File: src/rtl/cmd_pulse_gen.sv
// Button front-end for the 5-bit up/down counter: sync, debounce, edge/auto-repeat, arbitration.
// Latency: strobe registered 2+DEBOUNCE_CYCLES cycles after the first high sample of a clean press.
// Backpressure: none; strobes are fire-and-forget, suppressed candidates are dropped, not queued.

// Two-flop synchroniser followed by a consecutive-cycle debounce filter for one button.
module cmd_pulse_gen_deb #(
    parameter int DEBOUNCE_CYCLES = 4
) (
    input  logic clk,
    input  logic rst,
    input  logic btn_i,
    output logic deb_o
);
    localparam int CW = (DEBOUNCE_CYCLES > 1) ? $clog2(DEBOUNCE_CYCLES) : 1;

    logic          sync1_q;
    logic          sync2_q;
    logic          deb_q;
    logic          deb_d;
    logic [CW-1:0] cnt_q;
    logic [CW-1:0] cnt_d;

    // Count mismatching cycles; flip the accepted level once the mismatch has lasted long enough.
    always_comb begin
        deb_d = deb_q;
        cnt_d = '0;
        if (sync2_q != deb_q) begin
            if (cnt_q == CW'(DEBOUNCE_CYCLES - 1)) begin
                deb_d = sync2_q;
            end else begin
                cnt_d = cnt_q + CW'(1);
            end
        end
    end

    // Synchroniser and debounce state; reset clears everything so a held button re-debounces.
    always_ff @(posedge clk) begin
        if (rst) begin
            sync1_q <= 1'b0;
            sync2_q <= 1'b0;
            deb_q   <= 1'b0;
            cnt_q   <= '0;
        end else begin
            sync1_q <= btn_i;
            sync2_q <= sync1_q;
            deb_q   <= deb_d;
            cnt_q   <= cnt_d;
        end
    end

    assign deb_o = deb_q;
endmodule

// Auto-repeat sequencer for a debounced up/down button; pulse_o is the unregistered candidate.
module cmd_pulse_gen_rpt #(
    parameter int REPEAT_DELAY  = 16,
    parameter int REPEAT_PERIOD = 4
) (
    input  logic clk,
    input  logic rst,
    input  logic deb_i,
    output logic pulse_o
);
    localparam int TMAX = (REPEAT_DELAY > REPEAT_PERIOD) ? REPEAT_DELAY : REPEAT_PERIOD;
    localparam int TW   = $clog2(TMAX + 1);

    localparam logic [1:0] S_IDLE   = 2'd0;
    localparam logic [1:0] S_FIRST  = 2'd1;
    localparam logic [1:0] S_WAIT   = 2'd2;
    localparam logic [1:0] S_REPEAT = 2'd3;

    logic [1:0]    state_q;
    logic [1:0]    state_d;
    logic [TW-1:0] tmr_q;
    logic [TW-1:0] tmr_d;
    logic          pulse;

    // The timer holds the number of cycles since the last emitted pulse (1 on the pulse edge itself).
    // A debounced release wins over any pending pulse, so nothing fires once the release is accepted.
    always_comb begin
        state_d = state_q;
        tmr_d   = tmr_q;
        pulse   = 1'b0;
        case (state_q)
            S_IDLE: begin
                tmr_d = '0;
                if (deb_i) begin
                    pulse   = 1'b1;
                    state_d = S_FIRST;
                    tmr_d   = TW'(1);
                end
            end
            S_FIRST: begin
                if (!deb_i) begin
                    state_d = S_IDLE;
                    tmr_d   = '0;
                end else begin
                    state_d = S_WAIT;
                    tmr_d   = tmr_q + TW'(1);
                end
            end
            S_WAIT: begin
                if (!deb_i) begin
                    state_d = S_IDLE;
                    tmr_d   = '0;
                end else if (tmr_q >= TW'(REPEAT_DELAY)) begin
                    pulse   = 1'b1;
                    state_d = S_REPEAT;
                    tmr_d   = TW'(1);
                end else begin
                    tmr_d = tmr_q + TW'(1);
                end
            end
            default: begin
                if (!deb_i) begin
                    state_d = S_IDLE;
                    tmr_d   = '0;
                end else if (tmr_q >= TW'(REPEAT_PERIOD)) begin
                    pulse = 1'b1;
                    tmr_d = TW'(1);
                end else begin
                    tmr_d = tmr_q + TW'(1);
                end
            end
        endcase
    end

    // Sequencer state and repeat timer.
    always_ff @(posedge clk) begin
        if (rst) begin
            state_q <= S_IDLE;
            tmr_q   <= '0;
        end else begin
            state_q <= state_d;
            tmr_q   <= tmr_d;
        end
    end

    assign pulse_o = pulse;
endmodule

// Top: three conditioned buttons, load edge detect, arbitration and registered command outputs.
module cmd_pulse_gen #(
    parameter int WIDTH           = 5,
    parameter int DEBOUNCE_CYCLES = 4,
    parameter int REPEAT_DELAY    = 16,
    parameter int REPEAT_PERIOD   = 4
) (
    input  logic             clk,
    input  logic             rst,
    input  logic             btn_up,
    input  logic             btn_down,
    input  logic             btn_load,
    input  logic [WIDTH-1:0] sw_in,
    output logic             up,
    output logic             down,
    output logic             load,
    output logic [WIDTH-1:0] in
);
    logic             up_deb;
    logic             down_deb;
    logic             load_deb;
    logic             up_cand;
    logic             down_cand;
    logic             load_cand;
    logic             load_seen_q;
    logic             up_q;
    logic             down_q;
    logic             load_q;
    logic             up_d;
    logic             down_d;
    logic             load_d;
    logic [WIDTH-1:0] in_q;

    cmd_pulse_gen_deb #(.DEBOUNCE_CYCLES(DEBOUNCE_CYCLES)) u_deb_up (
        .clk(clk), .rst(rst), .btn_i(btn_up), .deb_o(up_deb)
    );
    cmd_pulse_gen_deb #(.DEBOUNCE_CYCLES(DEBOUNCE_CYCLES)) u_deb_down (
        .clk(clk), .rst(rst), .btn_i(btn_down), .deb_o(down_deb)
    );
    cmd_pulse_gen_deb #(.DEBOUNCE_CYCLES(DEBOUNCE_CYCLES)) u_deb_load (
        .clk(clk), .rst(rst), .btn_i(btn_load), .deb_o(load_deb)
    );

    cmd_pulse_gen_rpt #(.REPEAT_DELAY(REPEAT_DELAY), .REPEAT_PERIOD(REPEAT_PERIOD)) u_rpt_up (
        .clk(clk), .rst(rst), .deb_i(up_deb), .pulse_o(up_cand)
    );
    cmd_pulse_gen_rpt #(.REPEAT_DELAY(REPEAT_DELAY), .REPEAT_PERIOD(REPEAT_PERIOD)) u_rpt_down (
        .clk(clk), .rst(rst), .deb_i(down_deb), .pulse_o(down_cand)
    );

    // Load fires once per debounced rise; no auto-repeat.
    assign load_cand = load_deb & ~load_seen_q;

    // Load beats everything; coincident up+down cancel each other and are simply lost.
    always_comb begin
        up_d   = 1'b0;
        down_d = 1'b0;
        load_d = 1'b0;
        if (load_cand) begin
            load_d = 1'b1;
        end else if (!(up_cand && down_cand)) begin
            up_d   = up_cand;
            down_d = down_cand;
        end
    end

    // Registered strobes; the switch bank is sampled only on the edge that raises load.
    always_ff @(posedge clk) begin
        if (rst) begin
            load_seen_q <= 1'b0;
            up_q        <= 1'b0;
            down_q      <= 1'b0;
            load_q      <= 1'b0;
            in_q        <= '0;
        end else begin
            load_seen_q <= load_deb;
            up_q        <= up_d;
            down_q      <= down_d;
            load_q      <= load_d;
            if (load_cand) begin
                in_q <= sw_in;
            end
        end
    end

    assign up   = up_q;
    assign down = down_q;
    assign load = load_q;
    assign in   = in_q;
endmodule

File: config.mk
export PLATFORM = sky130hd
export DESIGN_NAME = cmd_pulse_gen
export DESIGN_NICKNAME = d
export VERILOG_FILES = /design/src/rtl/cmd_pulse_gen.sv
export SDC_FILE = /design/constraint.sdc
export NUM_CORES = 1
export LEC_CHECK = 0
export ABC_AREA = 1
export BUFFER_PORTS_ARGS = -buffer_cell sky130_fd_sc_hd__buf_4
export CORE_MARGIN = 4
export CORE_UTILIZATION = 40
export CTS_CLUSTER_DIAMETER = 150
export CTS_CLUSTER_SIZE = 40
export DETAILED_ROUTE_END_ITERATION = 16
export PLACE_DENSITY_LB_ADDON = 0.1
export RECOVER_POWER = 25
export SLEW_MARGIN = 25
export SYNTH_ARGS = -nofsm -noshare
export SYNTH_HDL_FRONTEND = slang
export SYNTH_SLANG_ARGS = --single-unit
File: constraint.sdc
create_clock -name clk -period 3.3 [get_ports clk]
set_clock_uncertainty 0.05 [all_clocks]
set_input_delay 0.66 -clock clk [delete_from_list [all_inputs] [get_ports clk]]
set_output_delay 0.66 -clock clk [all_outputs]
set_load 0.02 [all_outputs]
==> flow_summary.toml <==
[yosys]
synth_cell_types = 29
netlist_top_cells_area = "dfxtp_1 41%, ha_1 10%, nand2_1 7.5%"
synth_ff_type = "dfxtp_1"
post-synth-top-count-cell = "dfxtp_1"
synth_fa_ha_area_share_pct = 10.1
synth-edff-count = 0
synth_top_family_by_area = "simple AND/OR/NAND/NOR gates"
synth_xor_area_share_pct = 0.943
synth.top_cell.area_share_pct = 41.0
syn-num-nets = 262
synth_compound_area_share_pct = 12.5
ys_seq_area_share_pct = 41.0
syn_area_um2 = 1860
synthMuxAreaShare_pct = 0
async_flop_share_pct = 0
syn_area_per_cell_um2 = 7.83
synth_common_cells = "38 x dfxtp_1, 37 x nand2_1, 36 x inv_1"
syn_inst = 237
yosys.area.top_type = "dfxtp_1"
ys_ff_latch = 38
synth-simple-area-share_pct = 24.2
ys_warn_count = 0

[critical_path]
timing.critical_path.arrival_ns = 1.90
crit_path_start = "rst"
cp_max_fo = 17
crit_path_end = "in[1]"
r2r_start = "u_rpt_up.state_q[0]"
setup.worst_path.start_class = "input pin"
ff2ff_path_depth = 8
worstSetupEndpointType = "flop"
reg2reg_slack_ns = 1.95
required_ns = 3.44
reg2reg_to = "u_rpt_up.state_q[1]"
worstSetupPathType = "input pin to flop"

[finish]
drive_gt1_share_pct = 17.5
antennaDiodeCount = 0
syn2layout_area_growth_pct = 13.7
layout.cells.non_filler = 309
nNetsFinal = 281
fin_util_pct = 47.8

[timing]
setup_viol = 0
period_needed_ns = 1.77
fin_crit_sh_pct = 53.6
final_max_slew_viol_count = 0
relSlewSlack_pct = 47.3
finalHoldViolations = 0
rsz0062_at_grt = "false"
max_freq_ghz = 0.565
hold_slack_ns = 0.356
tns_ns = 0
worstMarginPinSlew_ns = 0.791

[detailed_routing]
drt_pass1_iterations = 4
drt_iter0_drc = 66
dr_total_vias = 1478
drt-total-wl_um = 3260
routed_via_density = 4.78
wl_per_cell_um = 10.5
antenna_left = 0
route.detailed.drc = 0

[clocking]
numCtsBuffers = 5
ctsRootBufferMaster = "clkbuf_8"
post_cts_resized = 0
cts_hold_buf = 0
clk_latency_ns = 0.29
cts_sinks = 38
clock_path_buffers = 2
postCtsSetupBuffers = 0
clk_pin_slew_worst_paths_ns = 0.07
cts_tree = "done"
htreeDepth = 2

[global_routing]
grt_overflow = 0
grt_pass1_vias = 1359
track_usage_pct = 12.7
grt_max_degree = 18
grt_pass1_wl_um = 6000
antenna_found_initial = 0

[floorplan]
die_w_um = 76.1
io_pins = 18
core_area_um2 = 4410
core.rowCount = 24
initial_core_util_pct = 42.1
fp.dieH_um = 76.1
die_area_um2 = 5800

[power_and_ir_drop]
powerDensity_nw_per_um2 = 548
p_leak_nw = 0.981
peakVddDrop_mv = 0.377

[placement]
dpl.hpwl_um = 2480
portBuffers = 17
placed_cells_incl_taps = 301
place.gp.congestion = 0.782

[status]
status = "finished clean"

[min_path]
hold_start = "u_deb_load.sync1_q"
hold_path.class = "flop to flop"

[job]
cap_violations = 0
metal layers:
metal / vias to the layer above / routed length [um] / GRT usage [%]
met1: 657 / 1590 / 16.2
met4: 0 / 79 / 6.29
li1: 794 / - / -
met2: 19 / 1490 / 19.9
met5: - / 0 / 0
met3: 8 / 99 / 3.19
final cells by class:
| cell class | count | area (um^2) |
|---|---|---|
| Clock buffer | 5 | 68.8 |
| Multi-Input combinational cell | 151 | 887 |
| Tap cell | 52 | 65.1 |
| Sequential cell | 38 | 761 |
| Inverter | 43 | 166 |
| Clock inverter | 3 | 40.0 |
| Fill cell | 452 | 2300 |
| Timing Repair Buffer | 17 | 124 |
worst max-delay path: stages:
cell	delay [ns]
clkbuf_1	0.58
inv_2	0.27
nand2_1	0.15
inv_2	0.07
a22o_1	0.17
state kept, by name, indices dropped and copies added (netlist names), 2 cells and up:
| name | count |
|---|---|
| in | 5 |
| u_deb_down.cnt_q | 2 |
| u_deb_load.cnt_q | 2 |
| u_deb_up.cnt_q | 2 |
| u_rpt_down.state_q | 2 |
| u_rpt_down.tmr_q | 5 |
| u_rpt_up.state_q | 2 |
| u_rpt_up.tmr_q | 5 |
kinds of logic after synthesis:
| group | Yosys count |
|---|---|
| XOR/XNOR | 2 |
| flip-flops | 38 |
| AND/OR/NAND/NOR | 97 |
| buffers and inverters | 48 |
| AO/OA/AOI/OAI | 37 |
| adder cells (fa/ha/maj) | 15 |
stage by stage:
step / power (mW) / area [um^2] / setup WS (ns)
3_3_place_gp: 0.785 / 2010 / 1.76
3_5_place_dp: 0.782 / 2010 / 1.74
5_1_grt: 1.26 / 2110 / 1.31
2_1_floorplan: 0.730 / 1860 / 2.01
6_report: 1.16 / 2110 / 1.53
4_1_cts: 1.18 / 2120 / 1.79
worst min path at each step:
| stage | endpoint | slack [ns] | cells after the start |
|---|---|---|---|
| 5_1_grt | u_deb_load.sync2_q | 0.37 | 2 |
| 2_1_floorplan | u_deb_down.sync2_q | 0.34 | 2 |
| 6_report | u_deb_load.sync2_q | 0.36 | 2 |
| 4_1_cts | u_deb_up.sync2_q | 0.36 | 2 |
| 3_3_place_gp | u_deb_up.sync2_q | 0.34 | 2 |
| 3_5_place_dp | u_deb_up.sync2_q | 0.35 | 2 |
power breakdown:
group | switching (mW) | total [mW] | internal (mW)
Combinational | 0.161 | 0.263 | 0.102
Sequential | 0.0209 | 0.505 | 0.484
Clock | 0.166 | 0.389 | 0.222
layout by cell type (no fill, tap or decap), types with 4 or more instances in the layout:
cell type	synthesis	final
clkbuf_8	0	5
inv_1	36	36
buf_4	2	16
nand2_1	37	37
nor2_1	25	25
inv_2	6	6
o21ai_1	7	7
o211ai_1	4	4
nand3_1	21	21
ha_1	15	15
a21oi_1	12	12
a22o_1	5	5
o21ai_0	5	5
dfxtp_1	38	38
Power figures use the tool's default switching activity.
